$ cat src/rtl/muldiv_pkg.sv
// muldiv_pkg: op codes, sequencer state encoding and op-decode helpers
// for the iterative multiply/divide unit.
// Optional build macro: MULDIV_SIGNED_DIV_EN (adds SDIV, op 4'b1110).
package muldiv_pkg;

  localparam logic [3:0] OP_MUL   = 4'b0100;
  localparam logic [3:0] OP_UMULL = 4'b0101;
  localparam logic [3:0] OP_SMULL = 4'b0110;
  localparam logic [3:0] OP_DIV   = 4'b0111;
  localparam logic [3:0] OP_SDIV  = 4'b1110;

  localparam logic [1:0] ST_IDLE_ENC = 2'd0;
  localparam logic [1:0] ST_RUN_ENC  = 2'd1;
  localparam logic [1:0] ST_FIX_ENC  = 2'd2;
  localparam logic [1:0] ST_DONE_ENC = 2'd3;

  typedef enum logic [1:0] {
    ST_IDLE = ST_IDLE_ENC,
    ST_RUN  = ST_RUN_ENC,
    ST_FIX  = ST_FIX_ENC,
    ST_DONE = ST_DONE_ENC
  } state_t;

  // Op runs the restoring-divide iteration.
  function automatic logic op_is_div(input logic [3:0] op);
`ifdef MULDIV_SIGNED_DIV_EN
    return (op == OP_DIV) || (op == OP_SDIV);
`else
    return (op == OP_DIV);
`endif
  endfunction

  // Op works on operand magnitudes and needs a sign fix-up afterwards.
  function automatic logic op_is_signed(input logic [3:0] op);
`ifdef MULDIV_SIGNED_DIV_EN
    return (op == OP_SMULL) || (op == OP_SDIV);
`else
    return (op == OP_SMULL);
`endif
  endfunction

  // Op is executed by this unit at all.
  function automatic logic op_supported(input logic [3:0] op);
    return (op == OP_MUL) || (op == OP_UMULL) || (op == OP_SMULL) || op_is_div(op);
  endfunction

endpackage

$ cat src/rtl/muldiv_step.sv
// muldiv_step: one combinational iteration of the sequencer datapath.
// Multiply: conditional add into the upper half, then shift {acc, sr} right.
// Divide: shift {rem, quo} left, restoring subtract when rem >= divisor.
module muldiv_step #(
  parameter int WIDTH = 32
) (
  input  logic             i_div,
  input  logic [WIDTH:0]   i_acc,
  input  logic [WIDTH-1:0] i_sr,
  input  logic [WIDTH-1:0] i_opd,
  output logic [WIDTH:0]   o_acc,
  output logic [WIDTH-1:0] o_sr
);

  logic [WIDTH:0] w_sum;
  logic [WIDTH:0] w_rem_sh;
  logic [WIDTH:0] w_rem_sub;
  logic           w_ge;

  // Single shift-add or restoring-subtract step selected by i_div.
  always_comb begin
    w_sum     = i_acc + {1'b0, i_opd & {WIDTH{i_sr[0]}}};
    w_rem_sh  = {i_acc[WIDTH-1:0], i_sr[WIDTH-1]};
    w_rem_sub = w_rem_sh - {1'b0, i_opd};
    w_ge      = (w_rem_sh >= {1'b0, i_opd});
    o_acc     = {1'b0, w_sum[WIDTH:1]};
    o_sr      = {w_sum[0], i_sr[WIDTH-1:1]};
    if (i_div) begin
      o_acc = w_ge ? w_rem_sub : w_rem_sh;
      o_sr  = {i_sr[WIDTH-2:0], w_ge};
    end
  end

endmodule

$ cat src/rtl/muldiv_seq.sv
// muldiv_seq: iterative MUL/UMULL/SMULL/DIV sequencer, one bit per cycle.
// Optional build macro: MULDIV_SIGNED_DIV_EN adds SDIV (op 4'b1110);
// without it that op reports unsup.
//
//   state | meaning
//   IDLE  | waiting for start; latches op/operands on an accepted start
//   RUN   | WIDTH shift-add / restoring-subtract iterations
//   FIX   | sign fix-up, divide-by-zero results, flag computation
//   DONE  | results registered, done pulses for one cycle
module muldiv_seq
  import muldiv_pkg::*;
#(
  parameter int WIDTH = 32,
  parameter int CNT_W = $clog2(WIDTH)
) (
  input  logic             clk,
  input  logic             reset,
  input  logic             start,
  input  logic [3:0]       op,
  input  logic [WIDTH-1:0] a,
  input  logic [WIDTH-1:0] b,
  output logic             busy,
  output logic             done,
  output logic [WIDTH-1:0] result_lo,
  output logic [WIDTH-1:0] result_hi,
  output logic             div_zero,
  output logic             unsup,
  output logic             flag_n,
  output logic             flag_z
);

  state_t             r_state, w_state_nxt;
  logic [CNT_W-1:0]   r_cnt;
  logic [3:0]         r_op;
  logic [WIDTH:0]     r_acc;
  logic [WIDTH-1:0]   r_sr;
  logic [WIDTH-1:0]   r_opd;
  logic               r_sign_a, r_sign_b, r_dz;
  logic [WIDTH-1:0]   r_res_lo, r_res_hi;
  logic               r_div_zero, r_unsup, r_flag_n, r_flag_z;

  logic               w_b_zero;
  logic [WIDTH-1:0]   w_mag_a, w_mag_b;
  logic [WIDTH:0]     w_acc_nxt;
  logic [WIDTH-1:0]   w_sr_nxt;
  logic [2*WIDTH-1:0] w_prod, w_prod_fix;
  logic [WIDTH-1:0]   w_fix_lo, w_fix_hi;
  logic               w_long, w_flag_n, w_flag_z;

  assign w_b_zero = (b == '0);
  assign w_mag_a  = (op_is_signed(op) && a[WIDTH-1]) ? -a : a;
  assign w_mag_b  = (op_is_signed(op) && b[WIDTH-1]) ? -b : b;

  muldiv_step #(.WIDTH(WIDTH)) u_step (
    .i_div (op_is_div(r_op)),
    .i_acc (r_acc),
    .i_sr  (r_sr),
    .i_opd (r_opd),
    .o_acc (w_acc_nxt),
    .o_sr  (w_sr_nxt)
  );

  // State register.
  always_ff @(posedge clk or negedge reset) begin
    if (!reset) r_state <= ST_IDLE;
    else        r_state <= w_state_nxt;
  end

  // Next-state decode; div-by-zero skips RUN, unsupported ops skip to DONE.
  always_comb begin
    w_state_nxt = r_state;
    case (r_state)
      ST_IDLE: begin
        if (start) begin
          if (!op_supported(op))                w_state_nxt = ST_DONE;
          else if (op_is_div(op) && w_b_zero)   w_state_nxt = ST_FIX;
          else                                  w_state_nxt = ST_RUN;
        end
      end
      ST_RUN:  if (r_cnt == '0) w_state_nxt = ST_FIX;
      ST_FIX:  w_state_nxt = ST_DONE;
      ST_DONE: w_state_nxt = ST_IDLE;
      default: w_state_nxt = ST_IDLE;
    endcase
  end

  // Final results: SMULL/SDIV sign fix-up, divide-by-zero values, flags.
  always_comb begin
    w_prod     = {r_acc[WIDTH-1:0], r_sr};
    w_prod_fix = w_prod;
    if ((r_op == OP_SMULL) && (r_sign_a != r_sign_b)) w_prod_fix = -w_prod;
    w_fix_lo = '0;
    w_fix_hi = '0;
    w_long   = 1'b0;
    case (r_op)
      OP_MUL: w_fix_lo = w_prod[WIDTH-1:0];
      OP_UMULL, OP_SMULL: begin
        {w_fix_hi, w_fix_lo} = w_prod_fix;
        w_long               = 1'b1;
      end
      default: begin
        if (r_dz) begin
          // r_sr holds the raw dividend when the divisor was zero
          w_fix_lo = '1;
          w_fix_hi = r_sr;
        end else begin
          w_fix_lo = r_sr;
          w_fix_hi = r_acc[WIDTH-1:0];
`ifdef MULDIV_SIGNED_DIV_EN
          if (r_op == OP_SDIV) begin
            if (r_sign_a ^ r_sign_b) w_fix_lo = -r_sr;
            if (r_sign_a)            w_fix_hi = -r_acc[WIDTH-1:0];
          end
`endif
        end
      end
    endcase
    w_flag_n = w_long ? w_fix_hi[WIDTH-1] : w_fix_lo[WIDTH-1];
    w_flag_z = w_long ? ({w_fix_hi, w_fix_lo} == '0) : (w_fix_lo == '0);
  end

  // Operand latch, iteration datapath/counter and result registers.
  always_ff @(posedge clk or negedge reset) begin
    if (!reset) begin
      r_cnt      <= '0;
      r_op       <= '0;
      r_acc      <= '0;
      r_sr       <= '0;
      r_opd      <= '0;
      r_sign_a   <= 1'b0;
      r_sign_b   <= 1'b0;
      r_dz       <= 1'b0;
      r_res_lo   <= '0;
      r_res_hi   <= '0;
      r_div_zero <= 1'b0;
      r_unsup    <= 1'b0;
      r_flag_n   <= 1'b0;
      r_flag_z   <= 1'b0;
    end else begin
      case (r_state)
        ST_IDLE: begin
          if (start) begin
            r_res_lo   <= '0;
            r_res_hi   <= '0;
            r_div_zero <= 1'b0;
            r_flag_n   <= 1'b0;
            r_flag_z   <= 1'b0;
            r_unsup    <= !op_supported(op);
            r_op       <= op;
            r_cnt      <= CNT_W'(WIDTH - 1);
            r_acc      <= '0;
            r_sign_a   <= a[WIDTH-1];
            r_sign_b   <= b[WIDTH-1];
            r_dz       <= op_is_div(op) && w_b_zero;
            if (op_is_div(op)) begin
              r_sr  <= w_b_zero ? a : w_mag_a;
              r_opd <= w_mag_b;
            end else begin
              r_sr  <= w_mag_b;
              r_opd <= w_mag_a;
            end
          end
        end
        ST_RUN: begin
          r_acc <= w_acc_nxt;
          r_sr  <= w_sr_nxt;
          r_cnt <= r_cnt - 1'b1;
        end
        ST_FIX: begin
          r_res_lo   <= w_fix_lo;
          r_res_hi   <= w_fix_hi;
          r_div_zero <= r_dz;
          r_flag_n   <= w_flag_n;
          r_flag_z   <= w_flag_z;
        end
        default: ;
      endcase
    end
  end

  assign busy      = (r_state != ST_IDLE);
  assign done      = (r_state == ST_DONE);
  assign result_lo = r_res_lo;
  assign result_hi = r_res_hi;
  assign div_zero  = r_div_zero;
  assign unsup     = r_unsup;
  assign flag_n    = r_flag_n;
  assign flag_z    = r_flag_z;

endmodule
$ cat config.mk
export PLATFORM = sky130hd
export DESIGN_NAME = muldiv_seq
export DESIGN_NICKNAME = d
export VERILOG_FILES = /design/src/rtl/muldiv_pkg.sv /design/src/rtl/muldiv_step.sv /design/src/rtl/muldiv_seq.sv
export SDC_FILE = /design/constraint.sdc
export NUM_CORES = 1
export LEC_CHECK = 0
export CAP_MARGIN = 10
export CORE_UTILIZATION = 55
export CTS_CLUSTER_DIAMETER = 100
export DETAILED_ROUTE_END_ITERATION = 7
export PLACE_DENSITY_LB_ADDON = 0.2
export SYNTH_ARGS = -nofsm -noshare
export SYNTH_HDL_FRONTEND = slang
export SYNTH_SLANG_ARGS = --single-unit
export TNS_END_PERCENT = 50
$ cat constraint.sdc
create_clock -name clk -period 3.8 [get_ports clk]
set_input_delay 0.57 -clock clk [delete_from_list [all_inputs] [get_ports clk]]
set_output_delay 0.57 -clock clk [all_outputs]
set_load 0.01 [all_outputs]
==> results.md <==
- Async S/R FF share, synth: 100.0%
- Critical path required time: 4.19 ns
- # IOs: 141
- Final net count: 2343
- Max stage delay cell, worst path: or4_4
- Average wire per standard cell: 22.31 microns
- Synthesis-to-layout area growth: 20.39%
- Arrival time of the worst setup path: 4.10 ns
- Number of setup buffers added after CTS: 0
- Leakage component of the power: 8.172 nW
- Maximum clock rate: 269.3 MHz
- Post-synthesis instance total: 2040
- Remaining Overflow, GRT: 0
- Uppermost signal routing layer after detailed routing: met5
- RSZ-0062 raised after global routing: false
- Average footprint of a synthesized cell: 7.634 sq um
- Die boundary height: 170.3 microns
- Met3 wirelength from detailed routing: 5896 microns
- Number of enable-type register cells in the synthesized netlist: 0
- Kind of start point of the critical path: register
- Final antenna-violating net count: 0
- Detailed-routing iteration count for the pre-antenna-repair pass: 6
- Placed cell area: 18070 sq um
- Total of hold buffers inserted after clock tree synthesis: 0
- Area of the die: 28990 sq um
- DRT Wirelength: 57750 microns
- Violation count after the first detailed-route iteration: 2111
- H-tree level count: 4
- Port Buf Inserts: 140
- Global-route wire length before repair: 88520 microns
- Crit-path max cell delay: 0.63 ns
- Worst r2r dst: flag_z
- Number of distinct library cells after synthesis: 85
- Worst Setup End Kind: register
- Layout Skew: 0.01961 ns
- Shortest period the worst path allows: 3.714 ns
- Cell breakdown of the critical path: or4_4 > nor4b_2 > buf_4 > nand3_1 > o31a_1 > nor3_1 > nand4b_1 > nor4_2 > nand4_1 > o31ai_1 > a22o_1
- Number of nets produced by synthesis: 2186
- TNS Setup: 0 ns
- Detailed-routed wire length on met2: 25210 microns
- Hold Violations, Final: 0
- Reg-to-reg setup timing slack: 0.09 ns
- Outcome: completed
- Number of core rows: 61
- Critical path fanouts, max: 8
- Clock buffers created by TritonCTS: 17
- Layout cell share with drive strength beyond 1: 10.23%
- Flops & latches, synth: 179
- Highest ir drop seen on vdd: 0.4602 mV
- Number of global-route vias before repair: 15490
- Placed wire-length estimate: 44350 microns
- Die width: 170.3 microns
- Relative slew slack: 34.57%
- Slew Limit Fails: 0
- Final setup viols: 0
- Starting Density: 56.06%
- Sequential area share after synthesis: 28.76%
- Initial antenna violation count: 1
- Category of the most critical setup path: register to register
- Number of warnings printed during yosys synthesis: 0
- Type of the most critical hold path: primary input to async pin
- Power density cells: 840.6 nW/um^2
- Clock root buffer: clkbuf_16
- TritonCTS clock tree: done
- Transition at the pin with the smallest max-transition slack: 0.9692 ns
- Buffers from clock root to sink, at most: 2
- Synth Cell Area: 15570 sq um
- Core region area: 27780 sq um
- Via Count: 17080
- Clock-pin transition on the worst setup and hold timing paths: 0.09 ns
- Diodes inserted: 0
- Vias per std cell: 6.598
- Max-capacitance violation count: 0
- Drc violations: 0
- Global-route total usage across every layer: 39.85%
- Final cycle utilization of the critical path: 97.73%
- Insertion delay to the later sink of the worst-skew pair: 0.45 ns
- Final RePlAce weighted congestion: 1.090
- Startpoint of the most critical register-to-register path: r_sr[31]
- Predominant post-synthesis flop cell: dfrtp_1
- Design area: 18750 sq um
- Number of cell instances on the worst register-to-register path: 11
- Maximum number of pins on one net before global-route repair: 88
- Wire length on met1: 23550 microns
- Clk sinks: 179
==> flip-flops by register name, indices dropped and copies added (netlist names), 2 cells and up <==
signal / cells
r_cnt: 5
r_op: 4
r_opd: 32
r_acc: 33
r_state: 2
result_hi: 32
result_lo: 32
r_sr: 32
==> worst max-delay path by stage <==
stage / startpoint / end / slack [ns]
finish: r_sr[31] / flag_z / 0.09
global route: r_opd[6] / r_acc[28] / 0.02
CTS: r_acc[11] / flag_z / 0.03
detailed placement: r_acc[11] / flag_z / 0.02
global placement: r_acc[11] / flag_z / 0.09
floorplan: r_sr[0] / flag_z / 0.30
==> cells by family (layout without fill, tap and decap cells) <==
kind of cell | after synthesis | count (layout) | synth area share [%]
AND/OR/NAND/NOR | 706 | 706 | 21.07
AO/OA/AOI/OAI | 707 | 707 | 29.14
flip-flops | 179 | 179 | 28.76
buffers and inverters | 203 | 373 | 5.005
multiplexers | 32 | 32 | 2.137
XOR/XNOR | 138 | 138 | 7.761
adder cells (fa/ha/maj) | 75 | 75 | 6.122
==> routing by layer <==
metal | up-vias | global-route usage, %
met5 | - | 0
met4 | 2 | 20.80
met3 | 183 | 6.023
met2 | 1120 | 60.16
met1 | 8042 | 55.05
li1 | 7729 | -
==> through the flow <==
| stage | power, mW | util [%] | cells | hold slack, ns | worst slack, ns |
|---|---|---|---|---|---|
| 4_1_cts | 15.36 | 67.31 | 2588 | 0.2204 | 0.02900 |
| 2_1_floorplan | 9.773 | - | 2040 | 0.2744 | 0.3012 |
| 3_3_place_gp | 13.27 | 65.05 | 2556 | 0.4532 | 0.09256 |
| 5_1_grt | 16.65 | 67.49 | 2588 | 0.2535 | 0.01827 |
| 3_5_place_dp | 13.46 | 65.05 | 2556 | 0.4555 | 0.02417 |
| 6_report | 15.76 | 67.49 | 2588 | 0.1775 | 0.08625 |
==> cell type report <==
cell class	instances	area, sq um
clock buffer	17	425.4
clock inverter	15	203.9
fill	2370	9032
inverter	65	244.0
multi-input combinational	1658	10410
sequential	179	4479
tap	378	473.0
timing repair buffer	276	2511
==> timing repair <==
item                       4_1_cts  5_1_grt
gates resized for setup          0       13
hold endpoints to repair         0        0
setup endpoints to repair        0       16
==> placed cells by master (no fill, tap or decap), types with 43 or more instances in the layout <==
cell type / synthesis / routed
a21oi_1: 155 / 154
a22o_1: 43 / 43
buf_4: 0 / 129
clkdlybuf4s50_1: 0 / 139
dfrtp_1: 179 / 179
ha_1: 73 / 72
inv_1: 64 / 64
nand2_1: 272 / 271
nand3_1: 51 / 51
nor2_1: 183 / 182
o21ai_0: 232 / 228
xnor2_1: 72 / 72
xor2_1: 66 / 66
==> cells in the mapped netlist, drive strengths merged, types with 14 or more instances <==
master / instances / share of area [%]
and3: 14 / 0.56
a31oi: 25 / 1.0
clkbuf: 127 / 3.1
ha: 73 / 5.9
dfrtp: 179 / 29
o41ai: 18 / 1.3
nand2: 273 / 6.6
o21ai: 234 / 7.5
and2: 15 / 0.60
or4: 15 / 0.80
nor3: 37 / 1.2
xor2: 66 / 3.7
a211oi: 36 / 1.7
nor4: 19 / 0.86
a21o: 40 / 1.9
o211ai: 15 / 0.72
mux2i: 22 / 1.4
inv: 64 / 1.5
a22oi: 23 / 1.1
xnor2: 72 / 4.0
or3: 30 / 1.2
a21oi: 155 / 5.0
nand3: 51 / 1.6
nor2: 184 / 4.5
o31ai: 25 / 1.2
a22o: 43 / 2.4
==> report_power, final <==
group	internal [mW]	switching, mW
clock network	0.910	0.956
logic	4.16	6.43
registers	2.67	0.644
==> worst max-delay path: cells and delay by family, from the launching register on <==
kind / cells / cell delay, ns
compound gates: 3 / 0.79
flops: 1 / 0.54
simple gates: 7 / 2.14
buf+inv: 1 / 0.18
Power figures use the tool's default switching activity.
